`src/rtl/nibble_link_pkg.sv`:
```
// Shared definitions for the inverted 4-bit nibble link receiver.
// Latency: n/a (types, constants and the pin decode helper only).
// Backpressure: n/a.
package nibble_link_pkg;

    localparam int NIB_W  = 4;
    localparam int BYTE_W = 8;

    // Receive FSM: waiting for a low-nibble beat, or holding the low nibble
    // while waiting for the matching high-nibble beat.
    typedef enum logic [0:0] {
        IDLE = 1'b0,
        HIGH = 1'b1
    } rx_state_t;

    // The link drives every nibble active-low, so the pins are re-inverted
    // on receive. Keeping this in one place lets all users agree on polarity.
    function automatic logic [NIB_W-1:0] link_decode(input logic [NIB_W-1:0] pins);
        return ~pins;
    endfunction

endpackage

```
`src/rtl/nibble_link_fifo.sv`:
```
// Small synchronous FIFO holding reassembled link bytes for the consumer.
// Latency: a pushed entry is on pop_dat with pop_vld high the cycle after the push.
// Backpressure: push_rdy drops when full unless a pop frees a slot in the same cycle.
//
// Ports:
//   clk, rst_n          clock, asynchronous active-low reset
//   push_vld/_dat/_rdy  write side; an entry is written when push_vld && push_rdy
//   pop_vld/_dat/_rdy   read side; pop_dat is always the head entry
module nibble_link_fifo
    import nibble_link_pkg::*;
#(
    parameter int WIDTH = BYTE_W,
    parameter int DEPTH = 2
) (
    input  logic             clk,
    input  logic             rst_n,
    input  logic             push_vld,
    input  logic [WIDTH-1:0] push_dat,
    output logic             push_rdy,
    output logic             pop_vld,
    output logic [WIDTH-1:0] pop_dat,
    input  logic             pop_rdy
);

    localparam int AW = $clog2(DEPTH);

    // One extra pointer bit distinguishes full from empty when the indices match.
    logic [AW:0]      wr_ptr;
    logic [AW:0]      rd_ptr;
    logic [WIDTH-1:0] mem [DEPTH];
    logic             full;
    logic             empty;
    logic             push_fire;
    logic             pop_fire;

    assign empty     = (wr_ptr == rd_ptr);
    assign full      = (wr_ptr[AW] != rd_ptr[AW]) && (wr_ptr[AW-1:0] == rd_ptr[AW-1:0]);
    assign pop_vld   = !empty;
    assign pop_fire  = pop_vld && pop_rdy;
    // When full, a same-cycle pop vacates exactly the slot the push writes
    // (write index == head index), so accepting the push keeps order intact.
    assign push_rdy  = !full || pop_fire;
    assign push_fire = push_vld && push_rdy;
    assign pop_dat   = mem[rd_ptr[AW-1:0]];

    // Storage is cleared on reset so the output reads 0 until the first push.
    always_ff @(posedge clk or negedge rst_n) begin
        if (!rst_n) begin
            wr_ptr <= '0;
            rd_ptr <= '0;
            for (int i = 0; i < DEPTH; i++) begin
                mem[i] <= '0;
            end
        end else begin
            if (push_fire) begin
                mem[wr_ptr[AW-1:0]] <= push_dat;
                wr_ptr              <= wr_ptr + (AW+1)'(1);
            end
            if (pop_fire) begin
                rd_ptr <= rd_ptr + (AW+1)'(1);
            end
        end
    end

endmodule

```
`src/rtl/nibble_link_rx.sv`:
```
// Receive end of the inverted nibble link: strobe sync, two-beat byte rebuild, output FIFO.
// Latency: byte valid in the SYNC_STAGES+2'th cycle counting the cycle of the high-beat strb toggle.
// Backpressure: dout_valid/dout_ready; bytes arriving to a full FIFO are dropped and flag overrun.
//
// Ports:
//   clk, rst_n        clock, asynchronous active-low reset
//   nib_n, strb, first link pins (inverted data, toggle strobe, low-beat flag)
//   dout, dout_valid, dout_ready   received byte stream {high, low}
//   overrun, frame_err, err_clr    sticky error flags and their synchronous clear
module nibble_link_rx
    import nibble_link_pkg::*;
#(
    parameter int SYNC_STAGES = 2,
    parameter int TIMEOUT     = 255,
    parameter int FIFO_DEPTH  = 2
) (
    input  logic              clk,
    input  logic              rst_n,
    input  logic [NIB_W-1:0]  nib_n,
    input  logic              strb,
    input  logic              first,
    output logic [BYTE_W-1:0] dout,
    output logic              dout_valid,
    input  logic              dout_ready,
    output logic              overrun,
    output logic              frame_err,
    input  logic              err_clr
);

    localparam int CNT_W = (TIMEOUT < 1) ? 1 : $clog2(TIMEOUT + 1);

    logic [SYNC_STAGES-1:0] sync_q;
    logic                   sync_out;
    logic                   strb_hist;
    logic                   beat;

    rx_state_t              state;
    logic [NIB_W-1:0]       lo_nib;
    logic [CNT_W-1:0]       cnt;
    logic                   timeout_hit;

    logic                   push_vld;
    logic [BYTE_W-1:0]      push_dat;
    logic                   push_rdy;
    logic                   frame_evt;
    logic                   overrun_evt;

    // Strobe synchroniser plus history flop; either strobe edge is one beat.
    always_ff @(posedge clk or negedge rst_n) begin
        if (!rst_n) begin
            sync_q    <= '0;
            strb_hist <= 1'b0;
        end else begin
            sync_q    <= {sync_q[SYNC_STAGES-2:0], strb};
            strb_hist <= sync_out;
        end
    end

    assign sync_out = sync_q[SYNC_STAGES-1];
    assign beat     = sync_out ^ strb_hist;

    // nib_n and first are sampled raw on the beat cycle: the transmitter holds
    // them stable well past the point where the synchronised strobe arrives.
    assign timeout_hit = (state == HIGH) && !beat && (cnt == CNT_W'(TIMEOUT));
    assign push_vld    = (state == HIGH) && beat && !first;
    assign push_dat    = {link_decode(nib_n), lo_nib};
    assign frame_evt   = ((state == IDLE) && beat && !first)
                       || ((state == HIGH) && beat && first)
                       || timeout_hit;
    assign overrun_evt = push_vld && !push_rdy;

    always_ff @(posedge clk or negedge rst_n) begin
        if (!rst_n) begin
            state  <= IDLE;
            lo_nib <= '0;
            cnt    <= '0;
        end else begin
            case (state)
                IDLE: begin
                    if (beat && first) begin
                        lo_nib <= link_decode(nib_n);
                        cnt    <= '0;
                        state  <= HIGH;
                    end
                end
                HIGH: begin
                    if (beat) begin
                        if (first) begin
                            // A new low beat restarts the frame with the new nibble.
                            lo_nib <= link_decode(nib_n);
                            cnt    <= '0;
                        end else begin
                            state <= IDLE;
                        end
                    end else if (timeout_hit) begin
                        state <= IDLE;
                    end else begin
                        cnt <= cnt + CNT_W'(1);
                    end
                end
                default: state <= IDLE;
            endcase
        end
    end

    // Sticky flags: a new event in the clear cycle wins over err_clr.
    always_ff @(posedge clk or negedge rst_n) begin
        if (!rst_n) begin
            overrun   <= 1'b0;
            frame_err <= 1'b0;
        end else begin
            if (overrun_evt) begin
                overrun <= 1'b1;
            end else if (err_clr) begin
                overrun <= 1'b0;
            end
            if (frame_evt) begin
                frame_err <= 1'b1;
            end else if (err_clr) begin
                frame_err <= 1'b0;
            end
        end
    end

    nibble_link_fifo #(
        .WIDTH (BYTE_W),
        .DEPTH (FIFO_DEPTH)
    ) u_fifo (
        .clk      (clk),
        .rst_n    (rst_n),
        .push_vld (push_vld),
        .push_dat (push_dat),
        .push_rdy (push_rdy),
        .pop_vld  (dout_valid),
        .pop_dat  (dout),
        .pop_rdy  (dout_ready)
    );

endmodule

```
`config.mk`:
```
export PLATFORM = sky130hd
export DESIGN_NAME = nibble_link_rx
export DESIGN_NICKNAME = d
export VERILOG_FILES = /design/src/rtl/nibble_link_pkg.sv /design/src/rtl/nibble_link_fifo.sv /design/src/rtl/nibble_link_rx.sv
export SDC_FILE = /design/constraint.sdc
export NUM_CORES = 1
export LEC_CHECK = 0
export ABC_AREA = 1
export CAP_MARGIN = 0
export CORE_MARGIN = 1
export CORE_UTILIZATION = 50
export DETAILED_ROUTE_END_ITERATION = 10
export PLACE_DENSITY = 0.8
export SYNTH_ARGS = -nofsm -noshare
export SYNTH_HDL_FRONTEND = slang
export SYNTH_HIERARCHICAL = 1
export SYNTH_SLANG_ARGS = --single-unit
```
`constraint.sdc`:
```
create_clock -name clk -period 2.3 [get_ports clk]
set_input_delay 0.575 -clock clk [delete_from_list [all_inputs] [get_ports clk]]
set_output_delay 0.575 -clock clk [all_outputs]
set_load 0.01 [all_outputs]
```
==> summary.txt <==
Run status
  • Outcome: finished clean

Synth
  • Average size of a mapped cell: 7.89 um2
  • Post-synthesis net count: 251
  • Post-synthesis sequential area ratio: 50.2%
  • Synth cell types: 22
  • Warnings, synthesis: 6
  • Mapped Area: 1890 um2
  • Register bit count reported by yosys: 38
  • Gate Count Post-Synth: 240

Clock tree
  • Hold-fix buffers, CTS: 0
  • CTS Buf Count: 5
  • Cts repair resizes: 0
  • Post-CTS Setup Inserts: 0
  • Clk_lat worst skew: 0.29 ns
  • Clock sinks: 38
  • CTS root buffer: clkbuf_8
  • Max Root-Sink Buffers: 2
  • Reg clk slew, reported paths: 0.07 ns
  • CTS tree: yes
  • H-Tree Depth: 2

Worst setup path
  • CP max stage delay: 0.53 ns
  • CP max stage cell: clkdlybuf4s50_1
  • Critical path class: register to primary output
  • R2R depth: 7
  • Total stage count of the critical path: 4
  • Most used cell, CP: nand2_1
  • Critical Path RT: 1.73 ns
  • Crit-path cells: buf_4, nand2_1, nand2_1, clkdlybuf4s50_1
  • CP arrival: 1.51 ns
  • Top delay family on crit path: buffers and inverters
  • Worst path bufs/invs: 2
  • Setup crit end kind: primary output
  • Type of origin of the critical path: register
  • Worst-path maximum fanout: 11

Floorplan
  • Starting Density: 54.6%
  • Core Area: 3470 um2
  • Number of core rows: 21
  • Die Y: 63.6 um
  • Die width: 63.6 um
  • Number of I/O pins: 21
  • Die area: 4040 um2

Route
  • Drt drc: 0
  • Vias post-DR: 1577
  • First DRT Iteration DRCs: 67
  • Post-Route WL: 3620 um
  • Vias per cell: 5.04
  • Post-route antenna net violation count: 0
  • WL per Instance: 11.5 um
  • Drt first pass iters: 4

Power and ir drop
  • Switching Share: 36.3%
  • Clock share of power: 19.2%
  • Flop pwr share: 41.9%
  • VDD IR-drop max: 526 uV
  • Tot Pwr: 2.42 mW
  • Comb pwr share: 38.9%
  • P per Cell Area: 1070 nW/um2
  • NetSw: 0.879 mW
  • Pint: 1.54 mW
  • Pleak: 1.19 nW

Timing
  • Final hold violations: 0
  • Clock skew: 0.00585 ns
  • Period utilization: 90.8%
  • Setup tns final: 0 ns
  • Fmax: 479 MHz
  • Min Tclk post-route: 2.09 ns
  • Final setup viols: 0
  • Min Hold Slack: 0.236 ns
  • Slew HR: 77.2%
  • Final Max Tran Viols: 0
  • RSZ-0062 raised after global routing: false
  • Worst Max-Slew Pin Slew: 0.340 ns

Placement
  • Dpl cells: 305
  • GPL Wtd Cong: 0.881
  • Post-DP HPWL: 2550 um
  • IO buf count: 20

Global route
  • Largest net degree at the start of global routing: 39
  • Vias in the first global route: 1426
  • Total gr overflow: 0
  • Initial antenna violation count: 0
  • First-pass GRT wire length: 6440 um
  • GRT Overall Usage: 21.1%

Layout
  • Most frequent cells in the layout: nand2_1 (108), dfrtp_1 (38), inv_1 (18), clkdlybuf4s50_1 (18), nand4_1 (17)
  • Commonest non-fill, non-tap cell in the layout: nand2_1
  • Layout Nets: 277
  • Fillers: 300
  • Antenna diodes: 0
  • Layout cells sized above 1: 10.5%
  • Layout area overhead: 19.2%
  • Final Non-Filler Cells: 313

Worst hold path
  • Hold Crit Class: input pin to asynchronous set/reset pin

Job
  • Maxcap violations: 0
[flip-flops by register name, summed over array words and instances, names as in the netlist]
signal and cells:
u_fifo/rd_ptr 2, lo_nib 4, strb_hist 1, state 1, u_fifo/mem 16, frame_err 1
sync_q 2, cnt 8, overrun 1, u_fifo/wr_ptr 2
[through the flow]
step | setup WS (ns) | area, um2 | utilization, %
global placement | 0.283 | 2160 | 62.4
detailed placement | 0.250 | 2160 | 62.4
finish | 0.213 | 2260 | 65.1
CTS | 0.0401 | 2250 | 65.0
floorplan | 0.757 | 1890 | -
global route | 0.127 | 2260 | 65.1
[area by class of cell]
type	instances	area, um2	share of cell area [%]
Multi-Input combinational cell	174	823	36.5
Inverter	21	78.8	3.49
Timing Repair Buffer	26	255	11.3
Clock buffer	7	86.3	3.82
Tap cell	46	57.6	2.55
Clock inverter	1	5.00	0.222
Sequential cell	38	951	42.1
[logic make-up after synthesis]
family	after synthesis	share of synthesized area, %
compound gates	9	2.51
fa+ha+maj	1	0.660
flops	38	50.2
xor+xnor	3	1.39
simple gates	161	38.9
buf+inv	28	6.34
[per-layer routing]
metal | routed length (um) | up-vias | global-route usage [%]
li1 | - | 813 | -
met2 | 1650 | 26 | 33.2
met4 | 47 | 0 | 6.82
met1 | 1780 | 731 | 27.4
met3 | 130 | 7 | 6.52
met5 | 0 | - | 0
[synth_stat cells]
library cell / instances / area [um2]
nand3_2: 3 / 30.0
o21ai_0: 6 / 30.0
nand2_2: 2 / 12.5
nand4_1: 17 / 106
ha_1: 1 / 12.5
inv_1: 18 / 67.6
xnor2_1: 3 / 26.3
nor2_4: 1 / 11.3
buf_6: 1 / 11.3
clkbuf_1: 2 / 7.51
nand2_4: 3 / 33.8
nor2_1: 9 / 33.8
o21ai_1: 2 / 10.0
buf_1: 2 / 7.51
a22oi_1: 1 / 7.51
inv_2: 3 / 11.3
dfrtp_1: 38 / 951
or2_2: 1 / 6.26
nand3_4: 1 / 17.5
nand3_1: 16 / 80.1
buf_4: 2 / 15.0
nand2_1: 108 / 405
[path summary, 6_finish.rpt]
kind                                                endpoint  slack (ns)                    startpoint
worst max-delay path                                 dout[7]        0.21  u_fifo/rd_ptr[0]$_DFFE_PN0P_
worst min-delay path            u_fifo/rd_ptr[1]$_DFFE_PN0P_        0.24                         rst_n
worst max register to register     u_fifo/mem[4]$_DFFE_PN0P_        0.82  u_fifo/rd_ptr[0]$_DFFE_PN0P_
worst min register to register           sync_q[1]$_DFF_PN0_        0.35           sync_q[0]$_DFF_PN0_
max in group asynchronous              lo_nib[1]$_DFFE_PN0P_        1.88                         rst_n
min in group clk                         sync_q[1]$_DFF_PN0_        0.35           sync_q[0]$_DFF_PN0_
[worst register-to-register path, stage by stage, from the launching register on]
cell,delay (ns)
dfrtp_1,0.36
buf_4,0.20
nand2_1,0.07
nand2_1,0.09
nand3_2,0.24
buf_4,0.27
nand4_1,0.08
nand2_1,0.06
[power groups by stage]
stage	Combinational, mW	Sequential [mW]	Clock (mW)
finish	0.941	1.01	0.464
global route	1.06	1.04	0.509
CTS	0.950	1.01	0.477
detailed placement	0.950	1.02	0
global placement	0.926	1.02	0
floorplan	0.576	0.997	0
Note: power is estimated with default switching activity, not from simulation.
